==> src/rtl/stream_mem_client_pkg.sv <==
// Shared types and constants for stream_mem_client and its address stepper.
// Holds the FSM state enum, interface widths and the SDRAM column-step constants.
package stream_mem_client_pkg;

    localparam int MEM_ADDR_W = 13;
    localparam int MEM_DATA_W = 64;
    localparam int STREAM_W   = 32;

    // Each 64-bit word occupies two 32-bit columns.
    localparam logic [9:0]            COL_STEP   = 10'd2;
    // Address bit 10 is never driven high toward the controller.
    localparam logic [MEM_ADDR_W-1:0] BIT10_MASK = 13'h0400;

    typedef enum logic [3:0] {
        ST_INIT,
        ST_IDLE,
        ST_FILL_HI,
        ST_FILL_LO,
        ST_WR_GO,
        ST_WR_WAIT,
        ST_RD_GO,
        ST_RD_WAIT,
        ST_RD_OUT
    } state_t;

endpackage

==> src/rtl/stream_mem_client_mem_addr_stepper.sv <==
// mem_addr_stepper: registered SDRAM address with load and advance.
// Advance adds two columns to bits [9:0]; a wrap past column 1022 carries into
// the bank bits [12:11], which wrap from 3 to 0. Bit 10 is held at 0.
// Ports:
//   clk, rst (async active-low)
//   load, load_addr  - load a new base (bit 10 is masked off)
//   advance          - step to the next 64-bit word
//   addr             - current address
module mem_addr_stepper
    import stream_mem_client_pkg::*;
(
    input  logic                  clk,
    input  logic                  rst,
    input  logic                  load,
    input  logic [MEM_ADDR_W-1:0] load_addr,
    input  logic                  advance,
    output logic [MEM_ADDR_W-1:0] addr
);

    logic [10:0]           col_sum;
    logic [1:0]            bank_nxt;
    logic [MEM_ADDR_W-1:0] addr_nxt;

    always_comb begin
        col_sum  = {1'b0, addr[9:0]} + {1'b0, COL_STEP};
        bank_nxt = addr[12:11] + {1'b0, col_sum[10]};
        addr_nxt = {bank_nxt, 1'b0, col_sum[9:0]};
    end

    always_ff @(posedge clk or negedge rst) begin
        if (!rst) begin
            addr <= '0;
        end else if (load) begin
            addr <= load_addr & ~BIT10_MASK;
        end else if (advance) begin
            addr <= addr_nxt;
        end
    end

endmodule

==> src/rtl/stream_mem_client.sv <==
// stream_mem_client: requester-side client for the 64-bit SDRAM controller
// (go / w_rn / valid handshake). Packs a 32-bit input stream into 64-bit
// sequential writes and streams sequential reads out as ready/valid.
// The controller only samples go while idle and has no ready, so this block
// keeps exactly one transaction in flight and waits for valid before the next.
// Ports:
//   clk, rst (async active-low)
//   write session : wr_start, wr_base, in_data/in_valid/in_ready, wr_flush,
//                   words_written
//   read session  : rd_start, rd_base, rd_count, out_data/out_valid/out_ready,
//                   rd_done
//   status        : init_done, busy, err_timeout (timeout build only)
//   controller    : mem_go, mem_w_rn, mem_address, mem_data_wr, mem_data_rd,
//                   mem_valid
// Build option: define STREAM_MEM_CLIENT_TIMEOUT_EN to add the per-transaction
// watchdog and the sticky err_timeout output.
//
// state      | meaning
// -----------+-------------------------------------------------------------
// ST_INIT    | waiting INIT_WAIT cycles for controller power-up
// ST_IDLE    | no session; accepts wr_start / rd_start
// ST_FILL_HI | waiting for first stream word (goes to bits [63:32])
// ST_FILL_LO | waiting for second stream word or flush (bits [31:0])
// ST_WR_GO   | go pulse for a write
// ST_WR_WAIT | write in flight, waiting for mem_valid
// ST_RD_GO   | go pulse for a read
// ST_RD_WAIT | read in flight, waiting for mem_valid
// ST_RD_OUT  | read word presented, waiting for out_ready
module stream_mem_client
    import stream_mem_client_pkg::*;
#(
    parameter int                  INIT_WAIT = 6000,
    parameter logic [STREAM_W-1:0] PAD_WORD  = 32'h00000000
`ifdef STREAM_MEM_CLIENT_TIMEOUT_EN
    , parameter int                TIMEOUT_CYCLES = 64
`endif
) (
    input  logic                  clk,
    input  logic                  rst,
    input  logic                  wr_start,
    input  logic [MEM_ADDR_W-1:0] wr_base,
    input  logic [STREAM_W-1:0]   in_data,
    input  logic                  in_valid,
    output logic                  in_ready,
    input  logic                  wr_flush,
    input  logic                  rd_start,
    input  logic [MEM_ADDR_W-1:0] rd_base,
    input  logic [11:0]           rd_count,
    output logic [MEM_DATA_W-1:0] out_data,
    output logic                  out_valid,
    input  logic                  out_ready,
    output logic                  rd_done,
    output logic                  init_done,
    output logic                  busy,
    output logic [11:0]           words_written,
`ifdef STREAM_MEM_CLIENT_TIMEOUT_EN
    output logic                  err_timeout,
`endif
    output logic                  mem_go,
    output logic                  mem_w_rn,
    output logic [MEM_ADDR_W-1:0] mem_address,
    output logic [MEM_DATA_W-1:0] mem_data_wr,
    input  logic [MEM_DATA_W-1:0] mem_data_rd,
    input  logic                  mem_valid
);

    localparam int               INIT_W    = $clog2(INIT_WAIT + 1);
    localparam logic [INIT_W-1:0] INIT_LAST = INIT_W'(INIT_WAIT - 1);

    state_t                state, state_nxt;
    logic [INIT_W-1:0]     init_cnt;
    logic [MEM_DATA_W-1:0] wr_buf;
    logic                  flush_pend;
    logic                  sess_end;
    logic [11:0]           rd_rem;
    logic                  addr_load;
    logic                  addr_adv;
    logic                  tmo_hit;

`ifdef STREAM_MEM_CLIENT_TIMEOUT_EN
    localparam int              TMO_W    = (TIMEOUT_CYCLES > 1) ? $clog2(TIMEOUT_CYCLES) : 1;
    localparam logic [TMO_W-1:0] TMO_LOAD = TMO_W'(TIMEOUT_CYCLES - 1);

    logic [TMO_W-1:0] tmo_cnt;
    logic             in_wait;

    assign in_wait = (state == ST_WR_WAIT) || (state == ST_RD_WAIT);
    assign tmo_hit = in_wait && !mem_valid && (tmo_cnt == '0);

    // Down-counter reloads whenever no transaction is outstanding or valid arrives.
    always_ff @(posedge clk or negedge rst) begin
        if (!rst) begin
            tmo_cnt     <= TMO_LOAD;
            err_timeout <= 1'b0;
        end else if (in_wait && !mem_valid) begin
            tmo_cnt <= (tmo_cnt == '0) ? TMO_LOAD : tmo_cnt - TMO_W'(1);
            if (tmo_cnt == '0) err_timeout <= 1'b1;
        end else begin
            tmo_cnt <= TMO_LOAD;
        end
    end
`else
    assign tmo_hit = 1'b0;
`endif

    // INIT is excluded so every output reads 0 out of reset; init_done covers it.
    assign busy        = (state != ST_IDLE) && (state != ST_INIT);
    assign mem_data_wr = wr_buf;

    always_ff @(posedge clk or negedge rst) begin
        if (!rst) state <= ST_INIT;
        else      state <= state_nxt;
    end

    always_comb begin
        state_nxt = state;
        in_ready  = 1'b0;
        mem_go    = 1'b0;
        mem_w_rn  = 1'b0;
        addr_load = 1'b0;
        addr_adv  = 1'b0;
        case (state)
            ST_INIT: begin
                if (init_cnt == INIT_LAST) state_nxt = ST_IDLE;
            end
            ST_IDLE: begin
                if (wr_start) begin
                    state_nxt = ST_FILL_HI;
                    addr_load = 1'b1;
                end else if (rd_start && (rd_count != 12'd0)) begin
                    state_nxt = ST_RD_GO;
                    addr_load = 1'b1;
                end
            end
            ST_FILL_HI: begin
                in_ready = 1'b1;
                if (in_valid)      state_nxt = ST_FILL_LO;
                else if (wr_flush) state_nxt = ST_IDLE;
            end
            ST_FILL_LO: begin
                in_ready = 1'b1;
                if (in_valid || wr_flush || flush_pend) state_nxt = ST_WR_GO;
            end
            ST_WR_GO: begin
                mem_go    = 1'b1;
                mem_w_rn  = 1'b1;
                state_nxt = ST_WR_WAIT;
            end
            ST_WR_WAIT: begin
                mem_w_rn = 1'b1;
                if (mem_valid) begin
                    addr_adv  = 1'b1;
                    state_nxt = (flush_pend || sess_end || wr_flush) ? ST_IDLE : ST_FILL_HI;
                end else if (tmo_hit) begin
                    state_nxt = ST_IDLE;
                end
            end
            ST_RD_GO: begin
                mem_go    = 1'b1;
                state_nxt = ST_RD_WAIT;
            end
            ST_RD_WAIT: begin
                if (mem_valid)    state_nxt = ST_RD_OUT;
                else if (tmo_hit) state_nxt = ST_IDLE;
            end
            ST_RD_OUT: begin
                if (out_ready) begin
                    addr_adv  = 1'b1;
                    state_nxt = (rd_rem == 12'd1) ? ST_IDLE : ST_RD_GO;
                end
            end
            default: state_nxt = ST_IDLE;
        endcase
    end

    always_ff @(posedge clk or negedge rst) begin
        if (!rst) begin
            init_cnt      <= '0;
            init_done     <= 1'b0;
            wr_buf        <= '0;
            flush_pend    <= 1'b0;
            sess_end      <= 1'b0;
            words_written <= '0;
            rd_rem        <= '0;
            out_data      <= '0;
            out_valid     <= 1'b0;
            rd_done       <= 1'b0;
        end else begin
            rd_done <= 1'b0;
            case (state)
                ST_INIT: begin
                    init_cnt <= init_cnt + INIT_W'(1);
                    if (init_cnt == INIT_LAST) init_done <= 1'b1;
                end
                ST_IDLE: begin
                    if (wr_start) begin
                        words_written <= '0;
                        flush_pend    <= 1'b0;
                        sess_end      <= 1'b0;
                    end else if (rd_start) begin
                        rd_rem <= rd_count;
                        if (rd_count == 12'd0) rd_done <= 1'b1;
                    end
                end
                ST_FILL_HI: begin
                    // A flush alongside the first word is kept so the word gets padded.
                    if (in_valid) begin
                        wr_buf[63:32] <= in_data;
                        flush_pend    <= wr_flush;
                    end
                end
                ST_FILL_LO: begin
                    if (in_valid) begin
                        wr_buf[31:0] <= in_data;
                        flush_pend   <= flush_pend || wr_flush;
                    end else if (wr_flush || flush_pend) begin
                        wr_buf[31:0] <= PAD_WORD;
                        sess_end     <= 1'b1;
                    end
                end
                ST_WR_GO: begin
                    if (wr_flush) flush_pend <= 1'b1;
                end
                ST_WR_WAIT: begin
                    if (wr_flush) flush_pend <= 1'b1;
                    if (mem_valid && (words_written != 12'hFFF))
                        words_written <= words_written + 12'd1;
                end
                ST_RD_WAIT: begin
                    if (mem_valid) begin
                        out_data  <= mem_data_rd;
                        out_valid <= 1'b1;
                    end
                end
                ST_RD_OUT: begin
                    if (out_ready) begin
                        out_valid <= 1'b0;
                        rd_rem    <= rd_rem - 12'd1;
                        if (rd_rem == 12'd1) rd_done <= 1'b1;
                    end
                end
                default: ;
            endcase
        end
    end

    mem_addr_stepper u_addr (
        .clk       (clk),
        .rst       (rst),
        .load      (addr_load),
        .load_addr (wr_start ? wr_base : rd_base),
        .advance   (addr_adv),
        .addr      (mem_address)
    );

endmodule

==> config.mk <==
export PLATFORM = sky130hd
export DESIGN_NAME = stream_mem_client
export DESIGN_NICKNAME = d
export VERILOG_FILES = /design/src/rtl/stream_mem_client_pkg.sv /design/src/rtl/stream_mem_client_mem_addr_stepper.sv /design/src/rtl/stream_mem_client.sv
export SDC_FILE = /design/constraint.sdc
export NUM_CORES = 1
export LEC_CHECK = 0
export CAP_MARGIN = 40
export CORE_AREA = 2 2 147 149
export DETAILED_ROUTE_END_ITERATION = 8
export DIE_AREA = 0 0 149 151
export GPL_TIMING_DRIVEN = 0
export PLACE_DENSITY_LB_ADDON = 0.3
export SYNTH_ARGS = -nofsm -noshare
export SYNTH_HDL_FRONTEND = slang
export SYNTH_SLANG_ARGS = --single-unit
==> constraint.sdc <==
create_clock -name clk -period 3.5 [get_ports clk]
set_clock_uncertainty 0.1 [all_clocks]
set_input_delay 0.35 -clock clk [delete_from_list [all_inputs] [get_ports clk]]
set_output_delay 0.35 -clock clk [all_outputs]
set_load 0.02 [all_outputs]
# ---- After elaboration in Yosys (flattened, before gate mapping)
# Index checks and enable logic that the tools add are counted.
dict set report word_totals {
  elab_cells 128
  output_inout_bits 160
  latch_bits 0
  romBits 0
  mem_bits_rw 0
  register_bits 187
  input_bits 142
  memories 0
}
dict set report op_classes {
  n_lt_le_gt_ge 0
  n_mul 0
  reduce_logical 32
  bitwise_logic 0
  shift 0
  n_div 0
  mux 50
  addsub 5
  n_eq_ne 28
}
# cell count
set op_table {}
lappend op_table {{32-bit 2-to-1 mux} 2}
lappend op_table {{12-bit 2-to-1 mux} 5}
lappend op_table {{12-bit case mux with 2 select lines} 2}
lappend op_table {{13-bit 2-to-1 mux} 3}
lappend op_table {{4-bit 2-to-1 mux} 9}
lappend op_table {{4-bit case mux with 9 select lines} 1}
lappend op_table {{2-bit inequality test, second input constant} 13}
lappend op_table {{1-bit 2-to-1 mux} 21}
lappend op_table {{4-bit by 3-bit equality test with 1-bit output, second input constant} 4}
lappend op_table {{13-bit by 1-bit adder with 13-bit output, second input constant} 1}
lappend op_table {{13-bit equality test, second input constant} 1}
lappend op_table {{12-bit by 1-bit adder with 12-bit output, second input constant} 1}
lappend op_table {{12-bit by 1-bit equality test with 1-bit output, second input constant} 1}
lappend op_table {{12-bit zero test} 1}
lappend op_table {{12-bit inequality test, second input constant} 1}
lappend op_table {{12-bit nonzero test} 1}
lappend op_table {{2-bit nonzero test} 6}
lappend op_table {{12-bit by 1-bit subtractor with 12-bit output, second input constant} 1}
lappend op_table {{10-bit by 2-bit adder with 11-bit output, second input constant} 1}
lappend op_table {{4-bit by 2-bit equality test with 1-bit output, second input constant} 2}
lappend op_table {{1-bit case mux with 2 select lines} 4}
lappend op_table {{2-bit AND reduction} 4}
lappend op_table {{4-bit AND reduction} 2}
lappend op_table {{4-bit nonzero test} 2}
lappend op_table {{other kinds (16)} 26}

# ---- Longest topological paths before layout
dict set report depth {
  word_depth 6
  ltp_mapped 8
  ltp_nobuf 8
}

# ---- Cells and area by module
# Synthesis repeated with hierarchy kept, for this count alone.
dict set report hier_totals {
  cells_unflattened 648
  hier_area_um2 8084.0
}
# module seq_area_each_um2 instances cells_each area_per_inst_um2
set by_module_without_submodules {}
lappend by_module_without_submodules {stream_mem_client 4354.2 1 579 7427.1}
lappend by_module_without_submodules {mem_addr_stepper 300.3 1 69 656.9}

# ---- Worst setup path before layout
# Ideal clock, no wire load.
dict set report synth_path {
  path_type {reg-to-reg}
  from {reg state[1]}
  to {reg wr_buf[36] (netlist: mem_data_wr[36])}
  required_ns 3.272
  path_buffers 2
  period_less_slack_ns 2.044
  path_slack_ns 1.456
  arrival_time_ns 1.817
  stages_incl_launch_ff 7
  setup_ns 0.128
  path_cell_list {dfrtp_1 > buf_6 > inv_1 > nor3_2 > nand2_1 > buf_2 > mux2_1}
}
dict set report synth_between {
  elab_chain_len 2
}
# item line
set synth_lines {}
lappend synth_lines {{from (decl)} stream_mem_client.sv:70} ;# state_t state, state_nxt;
lappend synth_lines {{from (signal assigned)} stream_mem_client.sv:112} ;# else state <= state_nxt;
lappend synth_lines {{4-bit by 2-bit equality test with 1-bit output} stream_mem_client.sv:190} ;# case (state)
lappend synth_lines {{2-bit AND reduction (no line)} --}
lappend synth_lines {{to (signal assigned)} stream_mem_client.sv:208} ;# wr_buf[63:32] <= in_data;
lappend synth_lines {{to (decl)} stream_mem_client.sv:72} ;# logic [MEM_DATA_W-1:0] wr_buf;
# Every way passes these cells.
# A chain may end at the register's enable or synchronous reset.

# ---- Worst setup path after layout
dict set report layout_path {
  from {reg state[1]}
  to {out in_ready}
}
dict set report layout_between {
  elab_chain_len 3
  word_cells_on_any_way 4
  cone_classes {eq/ne (2); mux (1); reduce/logical (1)}
}
# item line
set layout_lines {}
lappend layout_lines {{4-bit by 2-bit equality test with 1-bit output} stream_mem_client.sv:122} ;# case (state)
lappend layout_lines {{2-bit OR reduction (no line) (*)} --}
lappend layout_lines {{1-bit 2-to-1 mux (*)} stream_mem_client.sv:122}
lappend layout_lines {{to (decl)} stream_mem_client.sv:44} ;# output logic in_ready,
# Every way passes the cells marked *; elsewhere a longest branch is shown, timed or not.

==> impl_results.html <==
<table>
<tr><th>Metric</th><th>Value</th></tr>
<tr><th colspan="2">Outcome</th></tr>
<tr><td>Run status</td><td>finished, final reports clean</td></tr>
<tr><th colspan="2">GRT</th></tr>
<tr><td>Global-route wire length before repair</td><td>34.13 mm</td></tr>
<tr><td>Vias in the first global route</td><td>6,212</td></tr>
<tr><td>Final global-route overflow total</td><td>0</td></tr>
<tr><td>Met1 Resource Use GR</td><td>0.2505</td></tr>
<tr><td>Pin count of the biggest net entering global routing</td><td>95</td></tr>
<tr><td>Met2 GRT Util</td><td>0.3226</td></tr>
<tr><td>Global Route met3 Usage</td><td>0.05271</td></tr>
<tr><td>Initial antenna violation count</td><td>1</td></tr>
<tr><td>Layer with the highest usage after global routing</td><td>met2</td></tr>
<tr><td>Overall fraction of global-route tracks in use</td><td>0.1949</td></tr>
<tr><th colspan="2">Timing</th></tr>
<tr><td>Unrepaired setup endpoints after global routing</td><td>no</td></tr>
<tr><td>Max-slew violation count</td><td>0</td></tr>
<tr><td>Endpoints failing hold</td><td>0</td></tr>
<tr><td>Setup slack after layout</td><td>0.9342 ns</td></tr>
<tr><td>Final Critical Period</td><td>2.566 ns</td></tr>
<tr><td>Worst-case headroom to the max-slew limit</td><td>0.4557</td></tr>
<tr><td>F_max</td><td>389.7 MHz</td></tr>
<tr><td>Period utilization</td><td>0.7331</td></tr>
<tr><td>Least-Margin Pin Slew</td><td>0.8134 ns</td></tr>
<tr><td>Number of endpoints failing setup at the final stage</td><td>0</td></tr>
<tr><th colspan="2">Critical path</th></tr>
<tr><td>CP Buf/Inv Count</td><td>3</td></tr>
<tr><td>Family of cells with the greatest summed delay on the critical path</td><td>buffers and inverters</td></tr>
<tr><td>List of cells traversed by the critical path</td><td>buf_6 &gt; inv_1 &gt; nor3_2 &gt; clkdlybuf4s50_1</td></tr>
<tr><td>Crit. End Element</td><td>output port</td></tr>
<tr><td>Slowest cell delay on critical path</td><td>0.68 ns</td></tr>
<tr><td>Setup crit start kind</td><td>register</td></tr>
<tr><td>Cell with the largest stage delay on the worst path</td><td>sky130_fd_sc_hd__clkdlybuf4s50_1</td></tr>
<tr><td>Worst EP arrival</td><td>2.12 ns</td></tr>
<tr><td>Worst Setup Path Type</td><td>reg -&gt; out</td></tr>
<tr><td>Required time at the worst-slack endpoint</td><td>3.05 ns</td></tr>
<tr><td>Maximum fanout along the worst path</td><td>10</td></tr>
<tr><th colspan="2">Floorplan</th></tr>
<tr><td>Area of the core</td><td>0.02082 mm²</td></tr>
<tr><td>Top-level port count</td><td>302</td></tr>
<tr><td>Horizontal die dimension</td><td>149 µm</td></tr>
<tr><td>Overall die area</td><td>0.02250 mm²</td></tr>
<tr><td>Starting density of the core</td><td>0.3936</td></tr>
<tr><td>Die outline height</td><td>151 µm</td></tr>
<tr><td>Site row count</td><td>53</td></tr>
<tr><th colspan="2">Final layout</th></tr>
<tr><td>Share of cells above drive strength 1</td><td>0.1783</td></tr>
<tr><td>Nets</td><td>1,112</td></tr>
<tr><td>Area of all placed cells without fillers</td><td>0.01211 mm²</td></tr>
<tr><td>Commonest non-fill, non-tap cell in the layout</td><td>sky130_fd_sc_hd__clkdlybuf4s50_1</td></tr>
<tr><td>Commonest cells after routing, fill and taps aside</td><td>295 x sky130_fd_sc_hd__clkdlybuf4s50_1, 186 x sky130_fd_sc_hd__dfrtp_1, 97 x sky130_fd_sc_hd__mux2_2, 37 x sky130_fd_sc_hd__nand2_1, 35 x sky130_fd_sc_hd__nor2_1</td></tr>
<tr><td>Area added between synthesis and finish</td><td>47.69%</td></tr>
<tr><td>Post-route core utilization</td><td>0.5814</td></tr>
<tr><td>N_diodes</td><td>0</td></tr>
<tr><th colspan="2">Clocking</th></tr>
<tr><td>CTS Sinks</td><td>186</td></tr>
<tr><td>CTS clk-pin slew, worst paths</td><td>0.07 ns</td></tr>
<tr><td>Number of H-tree levels</td><td>4</td></tr>
<tr><td>Buffer levels on the longest clock path</td><td>2</td></tr>
<tr><td>Number of buffers inserted to repair setup after CTS</td><td>0</td></tr>
<tr><td>Clock latency at the later pin of the worst-skew pair</td><td>0.43 ns</td></tr>
<tr><td>Clock tree from TritonCTS</td><td>done</td></tr>
<tr><td>Root buf cell</td><td>sky130_fd_sc_hd__clkbuf_16</td></tr>
<tr><td>Cts bufs inserted</td><td>17</td></tr>
<tr><th colspan="2">Route</th></tr>
<tr><td>Antenna Nets Post-Route</td><td>0</td></tr>
<tr><td>Total wirelength of the detailed-routed design</td><td>22.20 mm</td></tr>
<tr><td>Avg Vias per Cell</td><td>5.020</td></tr>
<tr><td>Iteration count of the initial detailed-routing pass</td><td>4</td></tr>
<tr><td>Mean routed wirelength per cell</td><td>17.74 µm</td></tr>
<tr><td>Total via count in the routed design</td><td>6,280</td></tr>
<tr><td>Violation count after the first detailed-route iteration</td><td>263</td></tr>
<tr><td>Residual DRC</td><td>0</td></tr>
<tr><th colspan="2">Synthesis</th></tr>
<tr><td>Synth Register Bits</td><td>186</td></tr>
<tr><td>Count of flip-flops with a built-in enable after synthesis</td><td>0</td></tr>
<tr><td>Number of synthesis warnings</td><td>0</td></tr>
<tr><td>Proportion of synthesized chip area in sequential cells</td><td>0.5679</td></tr>
<tr><td>Async S/R FF share, synth</td><td>1.000</td></tr>
<tr><td>Number of library cell types mapped by synthesis</td><td>74</td></tr>
<tr><td>Total standard cell area after synthesis</td><td>0.008197 mm²</td></tr>
<tr><td>Post-synthesis cell count</td><td>647</td></tr>
<tr><td>Dominant synthesized flop cell</td><td>sky130_fd_sc_hd__dfrtp_1</td></tr>
<tr><td>Number of nets produced by synthesis</td><td>795</td></tr>
<tr><td>Average cell area after synthesis</td><td>12.67 µm²</td></tr>
<tr><th colspan="2">Place</th></tr>
<tr><td>Pre-CTS setup slack</td><td>0.8808 ns</td></tr>
<tr><td>DP Area</td><td>0.01154 mm²</td></tr>
<tr><td>Number of port buffers</td><td>296</td></tr>
<tr><td>DPL Wire Length</td><td>16.82 mm</td></tr>
<tr><td>Final GP Congestion</td><td>0.8188</td></tr>
<tr><th colspan="2">Power and ir drop</th></tr>
<tr><td>Maximum resistive drop on vdd</td><td>0.0003597 V</td></tr>
<tr><td>Static power due to leakage</td><td>5.153 nW</td></tr>
<tr><td>Power per standard cell area</td><td>859.9 mW/mm²</td></tr>
<tr><td>Tot Pwr</td><td>0.01041 W</td></tr>
<tr><th colspan="2">Run</th></tr>
<tr><td># Max-Cap Violations</td><td>0</td></tr>
<tr><th colspan="2">Min path</th></tr>
<tr><td>Class of the worst hold path</td><td>in -&gt; reg</td></tr>
</table>
## synth_stat cells (10+ instances only)
cell type                   n  area [µm²]
sky130_fd_sc_hd__a22o_1    33       289.0
sky130_fd_sc_hd__inv_1     11       41.29
sky130_fd_sc_hd__nand4_1   11       68.82
sky130_fd_sc_hd__o21ai_0   20       100.1
sky130_fd_sc_hd__mux2i_1   13       130.1
sky130_fd_sc_hd__nor3_1    11       55.05
sky130_fd_sc_hd__xnor2_1   14       122.6
sky130_fd_sc_hd__nand3_1   10       50.05
sky130_fd_sc_hd__a21oi_1   14       70.07
sky130_fd_sc_hd__nand2_1   37       138.9
sky130_fd_sc_hd__dfrtp_1  186        4654
sky130_fd_sc_hd__and3_1    13       81.33
sky130_fd_sc_hd__nor2_1    35       131.4
sky130_fd_sc_hd__buf_2     17       85.08
sky130_fd_sc_hd__mux2_2    97        1092
## path summary, 6_finish.rpt
kind	from	to	slack [ns]	cells after the start
min in group asynchronous	rst	mem_data_wr[16]	0.42	2
worst max-delay path	state[1]	in_ready	0.93	4
worst max register to register	state[3]	out_data[55]	1.26	6
worst min-delay path	out_ready	state[3]	0.12	2
max in group asynchronous	rst	state[0]	1.94	3
worst min register to register	init_cnt[12]	init_cnt[12]	0.39	1
## report_power, final
group	total [W]	internal [W]	switching, W
combinational	0.00491	0.00255	0.00237
sequential	0.00365	0.00306	0.000587
clock	0.00185	0.000943	0.000905
total	0.0104	0.00655	0.00386
## flip-flops by register name, indices dropped and copies added (netlist names), 4 cells and up
signal         cells
rd_rem            12
u_addr.addr       12
init_cnt          13
words_written     12
state              4
mem_data_wr       64
out_data          64
## timing repair
action / CTS / global route
resized for setup: 0 / 0
endpoints found under the hold margin: 92 / 0
endpoints found under the setup margin: 0 / 0
hold buffers: 1 / 0
## routing by layer
layer  wire length (µm)  up-vias
met5                 13        -
met1               9609     3026
met2              10710      207
met3               1448       29
li1                   -     3016
met4                411        2
## cells by family (layout without fill, tap and decap cells)
| kind of cell | count (synthesis) | in the layout | synth area share |
|---|---|---|---|
| flops | 186 | 186 | 0.5679 |
| simple gates | 157 | 157 | 0.1082 |
| mux | 115 | 115 | 0.1569 |
| compound gates | 113 | 113 | 0.1038 |
| buf+inv | 46 | 375 | 0.02900 |
| xor+xnor | 23 | 23 | 0.02458 |
| fa+ha+maj | 6 | 6 | 0.009159 |
| other cells | 1 | 1 | 0.0004575 |
## stage by stage
stage               setup TNS [ns]  hold slack, ns  std cells
finish                           0          0.1176       1251
global route                     0          0.1223       1251
CTS                              0         0.09047       1251
detailed placement               0          0.3205       1219
global placement          -1132.53          0.3512       1218
floorplan                        0        -0.04559        647
## final cells by class
cell class                 instances  area, µm²
fill                            1790       8717
sequential                       186       4654
multi-input combinational        415       3304
timing repair buffer             298       3005
clock buffer                      18      429.2
tap                              275      344.1
buffer                            35      196.4
clock inverter                    13      130.1
inverter                          11      41.29
Power figures use the tool's default switching activity.
==> variant: new RTL, same flow settings <==
`INIT_WAIT`: 6000 -> 3000.
--- a/src/rtl/stream_mem_client.sv
+++ b/src/rtl/stream_mem_client.sv
@@ -31,3 +31,3 @@
 #(
-    parameter int                  INIT_WAIT = 6000,
+    parameter int                  INIT_WAIT = 3000,
     parameter logic [STREAM_W-1:0] PAD_WORD  = 32'h00000000
Behaviour: no difference found for any inputs over 10 cycles, from zero or initial values and one cycle with rst low; that may be too few to reach the edited logic, so the function may still have changed.
==> variant against the unedited design <==
  * Synthesized area fell by 0.85%
  * Sequential share of layout area fell by 0.11 points
  * Combinational power fell by 7.1%
  * Design area fell by 0.25%
  * Power fell by 2.7%
  * Sequential cell count fell by 1
  * Critical path depth fell by 2
  * Setup slack improved by 0.025 ns
  * Wire length rose by 4.9%
  * Critical endpoint unchanged
  * Largest cell class unchanged
  * Highest routed layer is now met4
==> variant: results (changes against the unedited design) <==
fillers 1,796 (was 1,790); worst-path fanout max 8 (was 10); dominant cells by area after synthesis dfrtp_1 57%, mux2_2 9.1%, nand2_1 6.3%, a22o_1 3.6%, a21oi_1 1.7% (was dfrtp_1 57%, mux2_2 13%, a22o_1 3.5%, nand2_1 1.7%, nor2_1 1.6%); clock tree cell share of total cell area 4.88% (was 4.62%); Mapped Cells 721 (was 647); largest net degree at the start of global routing 105 (was 95); Worst R2R End state[2]$_DFFE_PN0P_ (was out_data[55]$_DFFE_PN0P_); Max Clock Freq 394 MHz (was 390 MHz); clock buffers 18 (unchanged); crit-path max cell delay 0.74 ns (was 0.68 ns); CP delay by family, top buffers and inverters (unchanged); Register Area 4630 sq um (was 4650 sq um); initial antenna violation count 0 (was 1); sequential area share after synthesis 57.0% (was 56.8%); CP startpoint kind flop (unchanged); P_clk 1.96 mW (was 1.85 mW); RD Place Congestion 0.815 (was 0.819); drt wl/cell 17.6 microns (was 17.7 microns); number of global-route vias before repair 6,681 (was 6,212); Leak Pwr 5.20 nW (was 5.15 nW); Post-Place Worst Slack 0.570 ns (was 0.881 ns); Synth Warn # 0 (unchanged); clk sinks 185 (was 186); layout cells sized above 1 12.6% (was 17.8%); via/cell ratio 5.07 (was 5.02); Multi-In Gates 486 (was 415); pwr dens 838 nW/um^2 (was 860 nW/um^2); P_seq 3.60 mW (was 3.65 mW); routed wire length 23,300 microns (was 22,200 microns); WHS 0.333 ns (was 0.118 ns); Register-to-Register Setup Slack 1.00 ns (was 1.26 ns); antenna cells 0 (unchanged); nets 1,187 (was 1,112); launching point of the worst reg2reg path rd_rem[4]$_DFFE_PN0P_ (was state[3]$_DFFE_PN0P_); multi-input logic area 3270 sq um (was 3300 sq um); Hold EP state[3]$_DFFE_PN0P_ (unchanged); P&R area growth vs syn 48.6% (was 47.7%); syn_nets 869 (was 795); Iter 0 DRT Violations 360 (was 263); WP data arrival 2.09 ns (was 2.12 ns); post-detail-place hpwl 17,200 microns (was 16,800 microns); bufs w/o clock 340 (was 333); placed inst area 11,500 sq um (about the same); Port-buffer cells 297 (was 296); NetSw 3.77 mW (was 3.86 mW); number of cells after detailed placement 1,294 (was 1,219); relative slew slack 46.4% (was 45.6%); buffer share of cell area 26.6% (was 26.4%); status complete, no violations (unchanged); drt first pass iters 5 (was 4); synth cell count leaders 185 x dfrtp_1, 137 x nand2_1, 66 x mux2_2 (was 186 x dfrtp_1, 97 x mux2_2, 37 x nand2_1); synthesized cell area 8130 sq um (was 8200 sq um); synth unique cells 65 (was 74); peak supply drop 0.445 mV (was 0.360 mV); GRT Overall Usage 20.6% (was 19.5%); first-pass GRT wire length 36,100 microns (was 34,100 microns); number of signal-net inverters in the final layout 9 (was 11)
## variant: cell count changes in the layout (fill, tap and decap cells not counted), sizes merged, moves of 5 or more
cell	delta
nor2b	+12
clkbuf	+15
o21a	-5
mux2	-36
a21oi	+12
and3	-6
a211oi	+12
nor2	-11
nand3	+5
mux2i	-7
buf	-9
xor2	+5
o21ai	-5
nand2	+102
## variant: layer usage
metal	up-vias	global-route usage (%)	part of all wire, %
met5	-	0	0
met4	0	6.52	2.1
met3	30	7.53	9.1
met2	277	33.5	48
met1	3238	25.5	41
li1	3186	-	-
## variant: cell families after synthesis
group	synth area share [%]
AND/OR/NAND/NOR	15.4
flip-flops	57.0
AO/OA/AOI/OAI	11.4
multiplexers	9.88
buffers and inverters	2.80
XOR/XNOR	2.59
adder cells (fa/ha/maj)	0.924
other	0.0461
## variant: what timing repair did
action,in CTS,in global routing
hold buffers,1,0
setup buffers,0,0
hold endpoints to repair,81,0
